[src/rtl/tft_pkg.sv]
// Shared definitions for the TFT timing engine.
//   tft_state_e     : engine run state (IDLE / RUN / DRAIN)
//   RGB565_*        : colour-bar constants for the optional test pattern
//   tft_total()     : total period of one axis from its four segments
//   tft_bar_colour(): colour of test-pattern bar 0..7
package tft_pkg;

  typedef enum logic [1:0] {
    ST_IDLE  = 2'd0,
    ST_RUN   = 2'd1,
    ST_DRAIN = 2'd2
  } tft_state_e;

  localparam logic [15:0] RGB565_WHITE   = 16'hFFFF;
  localparam logic [15:0] RGB565_YELLOW  = 16'hFFE0;
  localparam logic [15:0] RGB565_CYAN    = 16'h07FF;
  localparam logic [15:0] RGB565_GREEN   = 16'h07E0;
  localparam logic [15:0] RGB565_MAGENTA = 16'hF81F;
  localparam logic [15:0] RGB565_RED     = 16'hF800;
  localparam logic [15:0] RGB565_BLUE    = 16'h001F;
  localparam logic [15:0] RGB565_BLACK   = 16'h0000;

  function automatic int unsigned tft_total(input int unsigned sync_w,
                                            input int unsigned back_w,
                                            input int unsigned valid_w,
                                            input int unsigned front_w);
    return sync_w + back_w + valid_w + front_w;
  endfunction

  function automatic logic [15:0] tft_bar_colour(input logic [2:0] idx);
    logic [15:0] c;
    case (idx)
      3'd0:    c = RGB565_WHITE;
      3'd1:    c = RGB565_YELLOW;
      3'd2:    c = RGB565_CYAN;
      3'd3:    c = RGB565_GREEN;
      3'd4:    c = RGB565_MAGENTA;
      3'd5:    c = RGB565_RED;
      3'd6:    c = RGB565_BLUE;
      default: c = RGB565_BLACK;
    endcase
    return c;
  endfunction

endpackage

[src/rtl/tft_axis_counter.sv]
// One timing axis: wrapping position counter plus window decodes.
//   i_clk, i_rst_n : clock, synchronous active-low reset
//   i_clr          : hold the counter at zero (engine idle)
//   i_inc          : advance one position, wrapping at TOTAL-1
//   o_cnt          : current position
//   o_last         : position is TOTAL-1
//   o_sync         : position < SYNC_LEN
//   o_win          : position in [WIN_START, WIN_START+WIN_LEN)
//   o_req_win      : position in [REQ_START, REQ_START+WIN_LEN)
module tft_axis_counter #(
  parameter int unsigned CNT_W     = 10,
  parameter int unsigned TOTAL     = 16,
  parameter int unsigned SYNC_LEN  = 4,
  parameter int unsigned WIN_START = 6,
  parameter int unsigned WIN_LEN   = 8,
  parameter int unsigned REQ_START = 5
) (
  input  logic             i_clk,
  input  logic             i_rst_n,
  input  logic             i_clr,
  input  logic             i_inc,
  output logic [CNT_W-1:0] o_cnt,
  output logic             o_last,
  output logic             o_sync,
  output logic             o_win,
  output logic             o_req_win
);

  localparam logic [CNT_W-1:0] LAST = CNT_W'(TOTAL - 1);

  logic [CNT_W-1:0] r_cnt;
  logic [31:0]      w_pos;

  always_ff @(posedge i_clk) begin
    if (!i_rst_n || i_clr) begin
      r_cnt <= '0;
    end else if (i_inc) begin
      r_cnt <= (r_cnt == LAST) ? '0 : r_cnt + CNT_W'(1);
    end
  end

  always_comb begin
    w_pos     = 32'(r_cnt);
    o_cnt     = r_cnt;
    o_last    = (r_cnt == LAST);
    o_sync    = (w_pos < SYNC_LEN);
    o_win     = (w_pos >= WIN_START) && (w_pos < WIN_START + WIN_LEN);
    o_req_win = (w_pos >= REQ_START) && (w_pos < REQ_START + WIN_LEN);
  end

endmodule

[src/rtl/tft_timing_engine.sv]
// RGB565 TFT panel timing generator with pixel-fetch request lead.
//   tft_clock_9m / system_reset_n : pixel clock, synchronous active-low reset
//   enable        : run request; dropping it lets the current frame finish
//   glyph_data    : pixel returned REQ_LEAD clocks after pix_req
//   rgb_tft, tft_data_enable, horizontal_sync, vertical_sync, tft_clock,
//   tft_background_light : panel side
//   pix_req, pix_x, pix_y : fetch request and coordinates (all-ones when idle)
//   frame_start, line_start : single-cycle pulses at h=0 (and v=0)
//   frame_cnt     : completed frames, wrapping
//   busy          : engine not idle
// Optional build macro TFT_TEST_PATTERN_EN adds input pattern_en selecting an
// eight-bar colour test pattern in place of glyph_data.
module tft_timing_engine
  import tft_pkg::*;
#(
  parameter int unsigned H_SYNC   = 41,
  parameter int unsigned H_BACK   = 2,
  parameter int unsigned H_VALID  = 480,
  parameter int unsigned H_FRONT  = 2,
  parameter int unsigned V_SYNC   = 10,
  parameter int unsigned V_BACK   = 2,
  parameter int unsigned V_VALID  = 272,
  parameter int unsigned V_FRONT  = 2,
  parameter bit          SYNC_POL = 1'b1,
  parameter int unsigned REQ_LEAD = 1,
  parameter int unsigned CNT_W    = 10
) (
  input  logic             tft_clock_9m,
  input  logic             system_reset_n,
  input  logic             enable,
  input  logic [15:0]      glyph_data,
  output logic [15:0]      rgb_tft,
  output logic             horizontal_sync,
  output logic             vertical_sync,
  output logic             tft_clock,
  output logic             tft_data_enable,
  output logic             tft_background_light,
  output logic             pix_req,
  output logic [CNT_W-1:0] pix_x,
  output logic [CNT_W-1:0] pix_y,
  output logic             frame_start,
  output logic             line_start,
  output logic [15:0]      frame_cnt,
  output logic             busy
`ifdef TFT_TEST_PATTERN_EN
  ,
  input  logic             pattern_en
`endif
);

  localparam int unsigned H_TOTAL = tft_total(H_SYNC, H_BACK, H_VALID, H_FRONT);
  localparam int unsigned V_TOTAL = tft_total(V_SYNC, V_BACK, V_VALID, V_FRONT);
  localparam int unsigned H_DE    = H_SYNC + H_BACK;
  localparam int unsigned V_DE    = V_SYNC + V_BACK;

  if (H_DE < REQ_LEAD) begin : g_lead_err
    $error("H_SYNC+H_BACK must be at least REQ_LEAD");
  end
  if (REQ_LEAD < 1 || REQ_LEAD > 4) begin : g_lead_range_err
    $error("REQ_LEAD must be 1..4");
  end
  if (64'(H_TOTAL) > (64'd1 << CNT_W) || 64'(V_TOTAL) > (64'd1 << CNT_W)) begin : g_total_err
    $error("axis total exceeds counter range");
  end

  tft_state_e       r_state, w_next;
  logic             w_run;
  logic [CNT_W-1:0] w_h, w_v;
  logic             w_h_last, w_h_sync, w_h_win, w_h_req;
  logic             w_v_last, w_v_sync, w_v_win, w_v_req;
  logic             w_frame_last;
  logic [15:0]      r_frame_cnt;

  tft_axis_counter #(
    .CNT_W(CNT_W), .TOTAL(H_TOTAL), .SYNC_LEN(H_SYNC),
    .WIN_START(H_DE), .WIN_LEN(H_VALID), .REQ_START(H_DE - REQ_LEAD)
  ) u_h_cnt (
    .i_clk(tft_clock_9m), .i_rst_n(system_reset_n),
    .i_clr(~w_run), .i_inc(w_run),
    .o_cnt(w_h), .o_last(w_h_last), .o_sync(w_h_sync),
    .o_win(w_h_win), .o_req_win(w_h_req)
  );

  // Rows share the same window for data enable and fetch request.
  tft_axis_counter #(
    .CNT_W(CNT_W), .TOTAL(V_TOTAL), .SYNC_LEN(V_SYNC),
    .WIN_START(V_DE), .WIN_LEN(V_VALID), .REQ_START(V_DE)
  ) u_v_cnt (
    .i_clk(tft_clock_9m), .i_rst_n(system_reset_n),
    .i_clr(~w_run), .i_inc(w_run & w_h_last),
    .o_cnt(w_v), .o_last(w_v_last), .o_sync(w_v_sync),
    .o_win(w_v_win), .o_req_win(w_v_req)
  );

  assign w_frame_last = w_h_last & w_v_last;

  always_ff @(posedge tft_clock_9m) begin
    if (!system_reset_n) r_state <= ST_IDLE;
    else                 r_state <= w_next;
  end

  // A re-asserted enable in DRAIN resumes RUN on the spot; counters never
  // stop while not idle, so there is no jump on re-entry.
  always_comb begin
    w_next = r_state;
    case (r_state)
      ST_IDLE:  if (enable) w_next = ST_RUN;
      ST_RUN:   if (!enable) w_next = ST_DRAIN;
      ST_DRAIN: begin
        if (enable)            w_next = ST_RUN;
        else if (w_frame_last) w_next = ST_IDLE;
      end
      default:  w_next = ST_IDLE;
    endcase
  end

  always_comb begin
    w_run = (r_state != ST_IDLE);
  end

  always_ff @(posedge tft_clock_9m) begin
    if (!system_reset_n)          r_frame_cnt <= '0;
    else if (w_run && w_frame_last) r_frame_cnt <= r_frame_cnt + 16'd1;
  end

`ifdef TFT_TEST_PATTERN_EN
  logic [CNT_W-1:0] w_col;
  logic [2:0]       w_bar;
  always_comb begin
    w_col = w_h - CNT_W'(H_DE);
    w_bar = 3'((32'(w_col) * 32'd8) / H_VALID);
  end
`endif

  always_comb begin
    tft_clock            = tft_clock_9m;
    busy                 = w_run;
    tft_background_light = w_run;
    frame_cnt            = r_frame_cnt;
    horizontal_sync      = (w_run && w_h_sync) ? SYNC_POL : ~SYNC_POL;
    vertical_sync        = (w_run && w_v_sync) ? SYNC_POL : ~SYNC_POL;
    tft_data_enable      = w_run & w_h_win & w_v_win;
    line_start           = w_run && (w_h == '0);
    frame_start          = w_run && (w_h == '0) && (w_v == '0);
`ifdef TFT_TEST_PATTERN_EN
    pix_req = w_run & w_h_req & w_v_req & ~pattern_en;
    rgb_tft = !tft_data_enable ? '0 : (pattern_en ? tft_bar_colour(w_bar) : glyph_data);
`else
    pix_req = w_run & w_h_req & w_v_req;
    rgb_tft = tft_data_enable ? glyph_data : '0;
`endif
    pix_x = pix_req ? w_h - CNT_W'(H_DE - REQ_LEAD) : '1;
    pix_y = pix_req ? w_v - CNT_W'(V_DE) : '1;
  end

endmodule

[config.mk]
export PLATFORM = sky130hd
export DESIGN_NAME = tft_timing_engine
export DESIGN_NICKNAME = d
export VERILOG_FILES = /design/src/rtl/tft_pkg.sv /design/src/rtl/tft_axis_counter.sv /design/src/rtl/tft_timing_engine.sv
export SDC_FILE = /design/constraint.sdc
export NUM_CORES = 1
export LEC_CHECK = 0
export ABC_AREA = 1
export CORE_ASPECT_RATIO = 0.75
export CORE_MARGIN = 4
export CORE_UTILIZATION = 50
export DETAILED_ROUTE_END_ITERATION = 12
export GPL_TIMING_DRIVEN = 0
export PLACE_DENSITY = 0.83
export SLEW_MARGIN = 0
export SYNTH_ARGS = -nofsm -noshare
export SYNTH_HDL_FRONTEND = slang
export SYNTH_HIERARCHICAL = 1
export SYNTH_SLANG_ARGS = --single-unit
export TNS_END_PERCENT = 30
[constraint.sdc]
create_clock -name tft_clock_9m -period 5.2 [get_ports tft_clock_9m]
set_clock_uncertainty 0.2 [all_clocks]
set_input_delay 0.78 -clock tft_clock_9m [delete_from_list [all_inputs] [get_ports tft_clock_9m]]
set_output_delay 0.78 -clock tft_clock_9m [all_outputs]
set_load 0.005 [all_outputs]
* Word-level counts from Yosys, hierarchy flattened *
Index checks and enable logic that the tools add are counted.

word-level totals
  flip-flop bits (word level) = 38
  output and inout port bits = 61

cells by class
  add/subtract/negate cells = 5
  $lt $le $gt $ge = 8
  eq/ne operators = 7
  muxes and demuxes = 12
  bitwise logic cells = 7
  reductions and logical operators = 15

operators with widths
  cell                                                          number
  2-to-1 mux 10 bit                                             4
  adder 10 x 1 -> 10 bit (second input constant)                2
  >= comparator 10 x 6 -> 1 bit (second input constant)         2
  zero test 10 bit                                              2
  less-than comparator 10 bit (second input constant)           2
  adder 16 x 1 -> 16 bit (second input constant)                1
  2-to-1 mux 16 bit                                             1
  == test 10 bit (second input constant)                        1
  == test 10 x 9 -> 1 bit (second input constant)               1
  >= comparator 10 x 4 -> 1 bit (second input constant)         1
  less-than comparator 10 x 4 -> 1 bit (second input constant)  1
  less-than comparator 10 x 6 -> 1 bit (second input constant)  1
  less-than comparator 10 x 9 -> 1 bit (second input constant)  1
  subtractor 10 x 4 -> 10 bit (second input constant)           1
  subtractor 10 x 6 -> 10 bit (second input constant)           1
  logical AND 1 bit                                             8
  2-to-1 mux 2 bit                                              4
  bitwise AND 1 bit                                             6
  one-hot mux 2 bit (3 select lines)                            1
  != test 2 bit (second input constant)                         2
  != test 3 bit (second input constant)                         1
  AND reduction 3 bit                                           1
  == test 2 x 1 -> 1 bit (second input constant)                1
  == test 2 bit (second input constant)                         1
  6 further kinds                                               7

* Logic depth before layout (Yosys ltp) *
Gate-level depths: netlist of run 1.

  depth in word-level cells = 5
  mapped depth = 13
  depth with buffers taken out = 13

* Hierarchy *
The synthesis of run 1 kept the hierarchy.

modules (own cells, without submodules)
  module                       times used  cells an instance  area an instance (µm²)  seq. area each (µm²)
  tft_timing_engine            1           271                1550.2                  360.3
  tft_axis_counter at u_h_cnt  1           117                750.7                   200.2
  tft_axis_counter at u_v_cnt  1           99                 620.6                   200.2

==> out/results.tsv, run 1 <==
metric	value	unit
synthArstFlopShare	0	%
detailroute.via_count	3306	
most_used_standard_cells_in_the_synthesized_netlist	nand2_1 (107), nor2_1 (94), inv_1 (88)	
worst_setup_path_start_kind	clock port	
fp.dieW	96.3	um
cellInternalPower	0.000581	W
final_nets	606	
place.gp.congestion	0.941	
worst_slew_pin_slew	517	ps
final_core_utilization	72.5	%
portion_of_the_post_synthesis_area_used_by_sequential_elements	26.0	%
timing.critical_path.to_type	output pin	
sw_frac_of_total	20.8	%
relSlewSlack	65.2	%
rows	23	
postRouteAntennaNets	0	
yosys.area.top_type	dfxtp_1	
first_global_vias	3037	
design.portCount	80	
worstSetupPathType	clk -> out	
worstHoldPathCells	2	
grt_setup_unrepaired	false	
min_delay_worst_endpoint	frame_cnt[3]	
antennaDiodeCount	0	
antenna_found_initial	0	
hold_violations	0	
vdd_drop_max	0.203	mV
post_synth_inst_count	487	
setup-tns-final	0	ps
timing.hold.worst.start	frame_cnt[3]	
die_area	7140	um2
post_synth_num_cell_types	31	
final.setup.worst_slack	847	ps
register_to_register_setup_slack	2640	ps
drt_drc_violations_left	0	
placement.io_buffers	79	
design_area	3990	um2
globalRoute.totalOverflow	0	
total_leakage_power	1.83	nW
synthesis.area	2920	um2
hold_path.class	reg -> reg	
ys.flop_type	dfxtp_1	
ys_top_cells_by_area	dfxtp_1 (26%), nand2_1 (14%), nor2_1 (12%)	
layout.filler_cells	469	
cts.hold.buffers_added	0	
worstReg2RegEnd	u_v_cnt/o_cnt[9]	
via_count_normalized_by_instance_count	5.07	
syn-mean-instance-area	6.00	um2
ys.warnings.count	6	
synth_enable_flop_cells	0	
post-synth-top-area-fraction	26.0	%
route.detailed.wl_per_inst	12.2	um
worstSkewPairLatency	400	ps
crit-reg2reg-launch	u_h_cnt/o_cnt[3]	
cts_resized	0	
worst-endpoint-required	4220	ps
tritoncts_clock_tree	yes	
synth_nets	517	
share_comb_of_total_power	6.5	%
design.core.area	5500	um2
drv.max_cap_violation_count	0	
total_global_routing_track_utilization	23.1	%
pwr_density_cell	184	nW/um2
effective_utilization_at_floorplan	53.2	%
grt_max_degree	14	
timing.reg2reg.worst_path_depth	10	
path_clk_slew	80	ps
power.sequential.fraction	39.9	%
power.clock.fraction	53.6	%
dieHeight	74.2	um
hold-worst-slack	326	ps
timing.critical_path.fanout_max	2	
first_pass_grt_wire_length	13100	um
synth.most_common_cell	nand2_1	
place_hpwl	6170	um
postCtsSetupRepairBufs	0	
status	complete, no violations	
dpl-instance-area	3810	um2
drv_slew	0	
pre_cts_slack	1090	ps
postRouteWirelength	7980	um
setup_viol	0	
drive_gt1_share	10.1	%
arr_time_crit_path	3370	ps
switching_power	0.000153	W
area_growth_syn_to_layout	36.4	%
drt-initial-drc-count	178	
detailedRoute.firstPassIterationCount	5	
postSynthRegisterBits	38	
## state kept, by name, indices dropped and copies added, names as in the netlist
name and count:
frame_cnt 16, r_state 2, u_h_cnt/o_cnt 10, u_v_cnt/o_cnt 10
## cell families (layout without fill, tap and decap cells)
group	after synthesis	in the layout	share of synthesized area [%]
AND/OR/NAND/NOR	295	295	46.8
buffers and inverters	105	195	14.5
flip-flops	38	38	26.0
AO/OA/AOI/OAI	30	30	5.48
adder cells (fa/ha/maj)	11	11	4.71
XOR/XNOR	7	7	2.10
multiplexers	1	1	0.343
## final cells by class
type	count	area (um2)	area share, %
Clock inverter	3	68.8	1.73
Sequential cell	38	761	19.1
Clock buffer	9	120	3.01
Timing Repair Buffer	78	781	19.6
Tap cell	75	93.8	2.35
Buffer	9	63.8	1.60
Multi-Input combinational cell	344	1740	43.6
Inverter	96	360	9.04
## power by group through the flow
stage	registers, W	logic (W)	clock network (W)
floorplan	0.000300	0.0000206	0.0000125
detailed placement	0.000300	0.0000473	0.0000268
CTS	0.000293	0.0000475	0.000402
global placement	0.000300	0.0000467	0.0000268
global route	0.000293	0.0000514	0.000416
finish	0.000293	0.0000473	0.000393
## cells in the final DEF, fill, tap and decap left out, drive strengths merged
cell type / synthesis / final
nor2: 105 / 105
nand2: 121 / 121
o21a: 1 / 1
a311oi: 1 / 1
nand4: 14 / 14
nand3: 43 / 43
bufinv: 0 / 2
mux2i: 1 / 1
and3: 2 / 2
o21ai: 20 / 20
clkbuf: 1 / 9
xor2: 4 / 4
xnor2: 3 / 3
clkdlybuf4s50: 0 / 79
buf: 8 / 8
ha: 11 / 11
nor4: 2 / 2
dfxtp: 38 / 38
a21oi: 8 / 8
nor3: 8 / 8
inv: 96 / 96
clkinv: 0 / 1
## critical path, cell delays in order
cell             delay, ps
clkbuf_8               110
clkbuf_8               120
buf_4                  110
clkdlybuf4s50_1        430
## through the flow
stage	power (W)	std cells
final	0.000733	652
after global routing	0.000760	652
after CTS	0.000743	652
after detailed placement	0.000374	641
after global placement	0.000373	641
after floorplan	0.000333	487
## how the worst max path moves through the flow
stage | start | endpoint | slack [ps] | depth (start not counted)
after floorplan | tft_clock_9m | tft_clock | 1510 | 1
after global placement | tft_clock_9m | tft_clock | 1090 | 2
after detailed placement | tft_clock_9m | tft_clock | 1090 | 2
after CTS | tft_clock_9m | tft_clock | 830 | 4
after global routing | tft_clock_9m | tft_clock | 810 | 4
final | tft_clock_9m | tft_clock | 850 | 4
## per-layer routing
metal | track usage (%) | vias to the layer above | wire [um]
met5 | 0 | - | 0
met4 | 7.89 | 0 | 94
met3 | 5.46 | 10 | 754
met2 | 38.7 | 123 | 3590
met1 | 29.3 | 1498 | 3540
li1 | - | 1675 | -
(Power assumes the default switching activity.)
==> run 2: changes to the inputs <==
CORE_UTILIZATION = 44   (was 50)
PLACE_DENSITY = 0.77   (was 0.83)
clock period = 3.7 ns   (was 5.2 ns; I/O delays follow)
==> run 2 against run 1 <==
Effect of this change: non-clock buffer count is the same; sequential power grew 41%; final cell count grew 0.92%; flip-flop and latch count is the same; combinational power grew 40%; core utilization shrank 10 points; first-iteration DRC count grew 11%; global-route usage shrank 3.7 points; register-to-register slack lost 1500 ps; largest power group unchanged.
==> out/results.tsv, run 2 (synthesized netlist as in run 1, its figures left out) <==
metric	value	unit	change
most_common_cell_after_layout_fill_and_taps_aside	nand2_1		
detailroute.via_count	3218		-2.7%
worstSetupPathType	reg -> out		
final.setup.worst_slack	255	ps	-592 ps
timing.critical_path.fanout_max	10		+8
post_route_minimum_period	3450	ps	
dpl-instance-area	3810	um2	+0.20%
first_pass_grt_wire_length	12800	um	-2.6%
relSlewSlack	62.5	%	-2.7 points
pwr_density_cell	240	nW/um2	+30%
placement.io_buffers	79		unchanged
cts.hold.buffers_added	0		unchanged
detailedRoute.firstPassIterationCount	4		-1
fp.dieW	102	um	+6.1%
worst_setup_path_start_kind	flip-flop		
max_freq	0.290	GHz	
finalCritPeriodShare	93.1	%	
drt_drc_violations_left	0		unchanged
final_core_utilization	62.1	%	-10 points
timing.critical_path.to_type	output pin		
drt-initial-drc-count	197		+11%
place.gp.congestion	0.873		-7.2%
register_to_register_setup_slack	1150	ps	-1490 ps
drive_gt1_share	10.1	%	unchanged
top_library_cells_by_usage_in_the_layout_fill_and_taps_aside	nand2_1 (107), nor2_1 (94), inv_1 (88)		
antenna_found_initial	0		unchanged
detailroute.wirelength.met2	3350	um	-6.9%
total_leakage_power	1.82	nW	-0.57%
worst_path_max_delay_cell	dfxtp_1		
setup_viol	0		unchanged
via_count_normalized_by_instance_count	4.89		-3.5%
tritoncts_clock_tree	yes		
die_area	8020	um2	+12%
hold_violations	0		unchanged
crit_path_frequent_cell	nor2_1		
crit_buf_inv	2		-2
antennaDiodeCount	0		unchanged
area_growth_syn_to_layout	35.7	%	
status	complete, no violations		
worst-endpoint-required	2940	ps	-1280 ps
vdd_drop_max	0.196	mV	-3.3%
path_clk_slew	80	ps	about the same
pre_cts_slack	568	ps	-525 ps
cpLargestDelayFamily	simple AND/OR/NAND/NOR gates		
met3RoutedLength	675	um	-10%
wl_met1	3520	um	-0.51%
drv.max_cap_violation_count	0		unchanged
route.detailed.wl_per_inst	11.6	um	-4.9%
final_nets	606		unchanged
postCtsSetupRepairBufs	0		unchanged
grt_setup_unrepaired	false		
hold_path.class	reg -> reg		
effective_utilization_at_floorplan	45.8	%	-7.4 points
setup-tns-final	0	ps	unchanged
worstSkewPairLatency	400	ps	about the same
critical_path.max_stage_delay	550	ps	+120 ps
cts_resized	0		unchanged
arr_time_crit_path	2690	ps	-680 ps
design_area	3960	um2	-0.53%
place_hpwl	6040	um	-2.2%
drv_slew	0		unchanged
postRouteWirelength	7660	um	-4.0%
dieHeight	78.6	um	+5.9%
design.portCount	80		unchanged
rows	25		+8.7%
maxUsedRoutingLayer	met4		
total_global_routing_track_utilization	19.4	%	-3.7 points
list_of_cells_traversed_by_the_critical_path	ha_1 > nand3_1 > nor3_2 > nor2_1 > nor2_1 > nand2_1 > nor2_1 > buf_2 > nand3_1 > clkdlybuf4s50_1		
largest_register_ff_count	16		unchanged
postRouteAntennaNets	0		unchanged
globalRoute.totalOverflow	0		unchanged
worst_slew_pin_slew	558	ps	+40.8 ps
design.core.area	6380	um2	+16%
first_global_vias	2842		-6.4%
grt_max_degree	13		-1
==> run 2: changes by cell type in the layout (fill, tap and decap cells not counted) <==
cell / previous run / this run
clkinv_2: 0 / 2
clkinv_4: 1 / 0
bufinv_16: 2 / 1
==> run 2: path summary, 6_finish.rpt <==
check / start / to / cells past startpoint
max: u_h_cnt/o_cnt[1] / pix_x[8] / 10
min: r_state[0] / r_state[1] / 2
max reg2reg: u_h_cnt/o_cnt[3] / u_v_cnt/o_cnt[5] / 10
min reg2reg: r_state[0] / r_state[1] / 2
==> run 2: layout make-up <==
cell class | count | area [um2]
Multi-Input combinational cell | 344 | 1740
Inverter | 96 | 360
Timing Repair Buffer | 78 | 781
Clock inverter | 3 | 40.0
Fill cell | 581 | 2420
Sequential cell | 38 | 761
Buffer | 9 | 63.8
Tap cell | 81 | 101
Clock buffer | 9 | 120
==> run 2: worst reg2reg max path, stage by stage (launching register included) <==
cell and delay, ps:
dfxtp_1 500, nand2_1 180, nor4_1 560, inv_1 80, nor2_1 320, nand2_1 180, nor2_4 190, nand2_1 70
nand2_1 60, nand2_1 40, nor2_1 100
==> run 2: layer usage <==
layer	track usage, %	up-vias
li1	-	1681
met1	25.3	1408
met3	5.06	18
met4	4.72	0
met2	31.8	111
met5	0	-
==> run 2: power by group <==
group / switching, W / internal (W) / total (W)
registers: 0.00000163 / 0.000410 / 0.000412
logic: 0.0000300 / 0.0000361 / 0.0000661
clock network: 0.000175 / 0.000298 / 0.000473
==> run 2: stage by stage <==
step                hold slack [ps]  std cells  power (W)
finish                          335        658   0.000951
global placement                302        647   0.000525
global route                    351        658   0.000987
floorplan                       288        487   0.000467
detailed placement              316        647   0.000525
CTS                             330        658   0.000960
==> run 3: changes to the inputs <==
CORE_UTILIZATION = 49   (was 44)
PLACE_DENSITY = 0.81   (was 0.77)
clock period = 3.8 ns   (was 3.7 ns; I/O delays follow)
==> run 3 against run 2 <==
Effect of this change: first-iteration DRC count unchanged; sequential power decreased by 3%; sequential share of layout area about the same; die area decreased by 9.3%; worst hold slack got worse by 13 ps; largest cell class unchanged.
==> out/results.tsv, run 3 (synthesized netlist as in run 1, its figures left out) <==
metric	value	unit	change
first_pass_grt_wire_length	13000	um	+1.8%
top_library_cells_by_usage_in_the_layout_fill_and_taps_aside	nand2_1 (107), nor2_1 (94), inv_1 (88)		
vdd_drop_max	0.249	mV	+27%
worst-endpoint-required	3030	ps	+90 ps
effective_utilization_at_floorplan	50.4	%	+4.6 points
tritoncts_clock_tree	yes		
fp.dieW	97.2	um	-4.8%
worstSetupPathType	reg -> out		
dpl-instance-area	3810	um2	about the same
finalCritPeriodShare	90.8	%	
final_nets	606		unchanged
postRouteWirelength	7750	um	+1.2%
timing.critical_path.fanout_max	10		unchanged
die_area	7270	um2	-9.3%
design.portCount	80		unchanged
worstSkewPairLatency	400	ps	about the same
cellInternalPower	0.000727	W	-2.3%
max_freq	0.290	GHz	
total_leakage_power	1.81	nW	-0.41%
drive_gt1_share	10.1	%	unchanged
rows	24		-4.0%
hold_violations	0		unchanged
antenna_found_initial	0		unchanged
dieHeight	74.9	um	-4.7%
drt-initial-drc-count	197		unchanged
hold-worst-slack	322	ps	-13.2 ps
via_count_normalized_by_instance_count	4.96		+1.5%
detailroute.via_count	3250		+0.99%
cts_resized	0		unchanged
drv.max_cap_violation_count	0		unchanged
worst_setup_path_start_kind	flip-flop		
postRouteAntennaNets	0		unchanged
post_route_minimum_period	3450	ps	
setup_viol	0		unchanged
list_of_cells_traversed_by_the_critical_path	ha_1 > nand3_1 > nor3_2 > nor2_1 > nor2_1 > nand2_1 > nor2_1 > buf_2 > nand3_1 > clkdlybuf4s50_1		
most_common_cell_after_layout_fill_and_taps_aside	nand2_1		
setup-tns-final	0	ps	unchanged
worst_path_max_delay_cell	dfxtp_1		
globalRoute.totalOverflow	0		unchanged
placement.io_buffers	79		unchanged
drt_drc_violations_left	0		unchanged
critical_path.max_stage_delay	550	ps	about the same
detailedRoute.firstPassIterationCount	5		+1
timing.critical_path.to_type	output pin		
design.core.area	5800	um2	-9.2%
place.gp.congestion	0.919		+5.2%
path_clk_slew	90	ps	about the same
grt_max_degree	14		+1
switching_power	0.000208	W	+0.67%
pwr_density_cell	236	nW/um2	-1.7%
arr_time_crit_path	2680	ps	about the same
place_hpwl	6110	um	+1.2%
power.clock.fraction	50.2	%	+0.4 points
largest_register_ff_count	16		unchanged
sw_frac_of_total	22.2	%	+0.52 points
postCtsSetupRepairBufs	0		unchanged
status	complete, no violations		
regArea	761	um2	unchanged
crit_path_frequent_cell	nor2_1		
power.sequential.fraction	42.9	%	-0.4 points
cts.hold.buffers_added	0		unchanged
first_global_vias	2949		+3.8%
share_comb_of_total_power	6.9	%	about the same
total_global_routing_track_utilization	21.6	%	+2.3 points
design_area	3970	um2	about the same
cpLargestDelayFamily	simple AND/OR/NAND/NOR gates		
crit_buf_inv	2		unchanged
route.detailed.wl_per_inst	11.8	um	+1.7%
layout.filler_cells	523		-10%
drv_slew	0		unchanged
worst_slew_pin_slew	577	ps	+18.7 ps
area_growth_syn_to_layout	35.7	%	about the same
hold_path.class	reg -> reg		
antennaDiodeCount	0		unchanged
relSlewSlack	61.2	%	-1.3 points
footprint_of_the_multi_input_gates	1740	um2	unchanged
grt_setup_unrepaired	false		
-- run 3: routing by layer --
metal  track usage (%)  wire length (um)  up-vias
met4              7.01                85        0
met3              5.19               606       10
met5                 0                 0        -
met2              36.6              3480      119
met1              27.8              3590     1452
li1                  -                 -     1669
-- run 3: cell type report --
type                    instances  share of cell area (%)
multi-input cells             344                    43.8
plain buffers                   9                    1.61
repair buffers                 78                    19.7
inverters                      96                    9.09
clock buffers                   9                    3.03
clock inverters                 3                    1.14
well taps                      78                    2.46
flip-flops and latches         38                    19.2
-- run 3: through the flow --
stage	setup slack, ps	std cells	util (%)	power, W
2_1_floorplan	1020	487	-	0.000455
3_3_place_gp	603	644	65.7	0.000511
3_5_place_dp	603	644	65.7	0.000512
4_1_cts	304	655	68.4	0.000945
5_1_grt	123	655	68.4	0.000972
6_report	349	655	68.4	0.000935
-- run 3: final timing paths --
check,endpoint,from,slack [ps],depth (start not counted)
setup / recovery,pix_y[4],u_h_cnt/o_cnt[1],350,10
hold / removal,frame_cnt[3],frame_cnt[3],320,2
setup reg to reg,u_v_cnt/o_cnt[8],u_h_cnt/o_cnt[3],1210,9
hold reg to reg,frame_cnt[3],frame_cnt[3],320,2
-- run 3: power groups by stage --
stage                     clock [W]  combinational [W]  sequential [W]
after floorplan           0.0000171          0.0000282        0.000410
after global routing       0.000500          0.0000707        0.000401
after global placement    0.0000367          0.0000639        0.000410
final                      0.000469          0.0000646        0.000401
after detailed placement  0.0000367          0.0000646        0.000410
after CTS                  0.000479          0.0000650        0.000401
-- run 3: worst reg2reg max path: cells and delay by family (launching register included) --
| kind | cells | cell delay (ps) |
|---|---|---|
| buffers and inverters | 1 | 80 |
| flip-flops | 1 | 510 |
| AND/OR/NAND/NOR | 8 | 1690 |
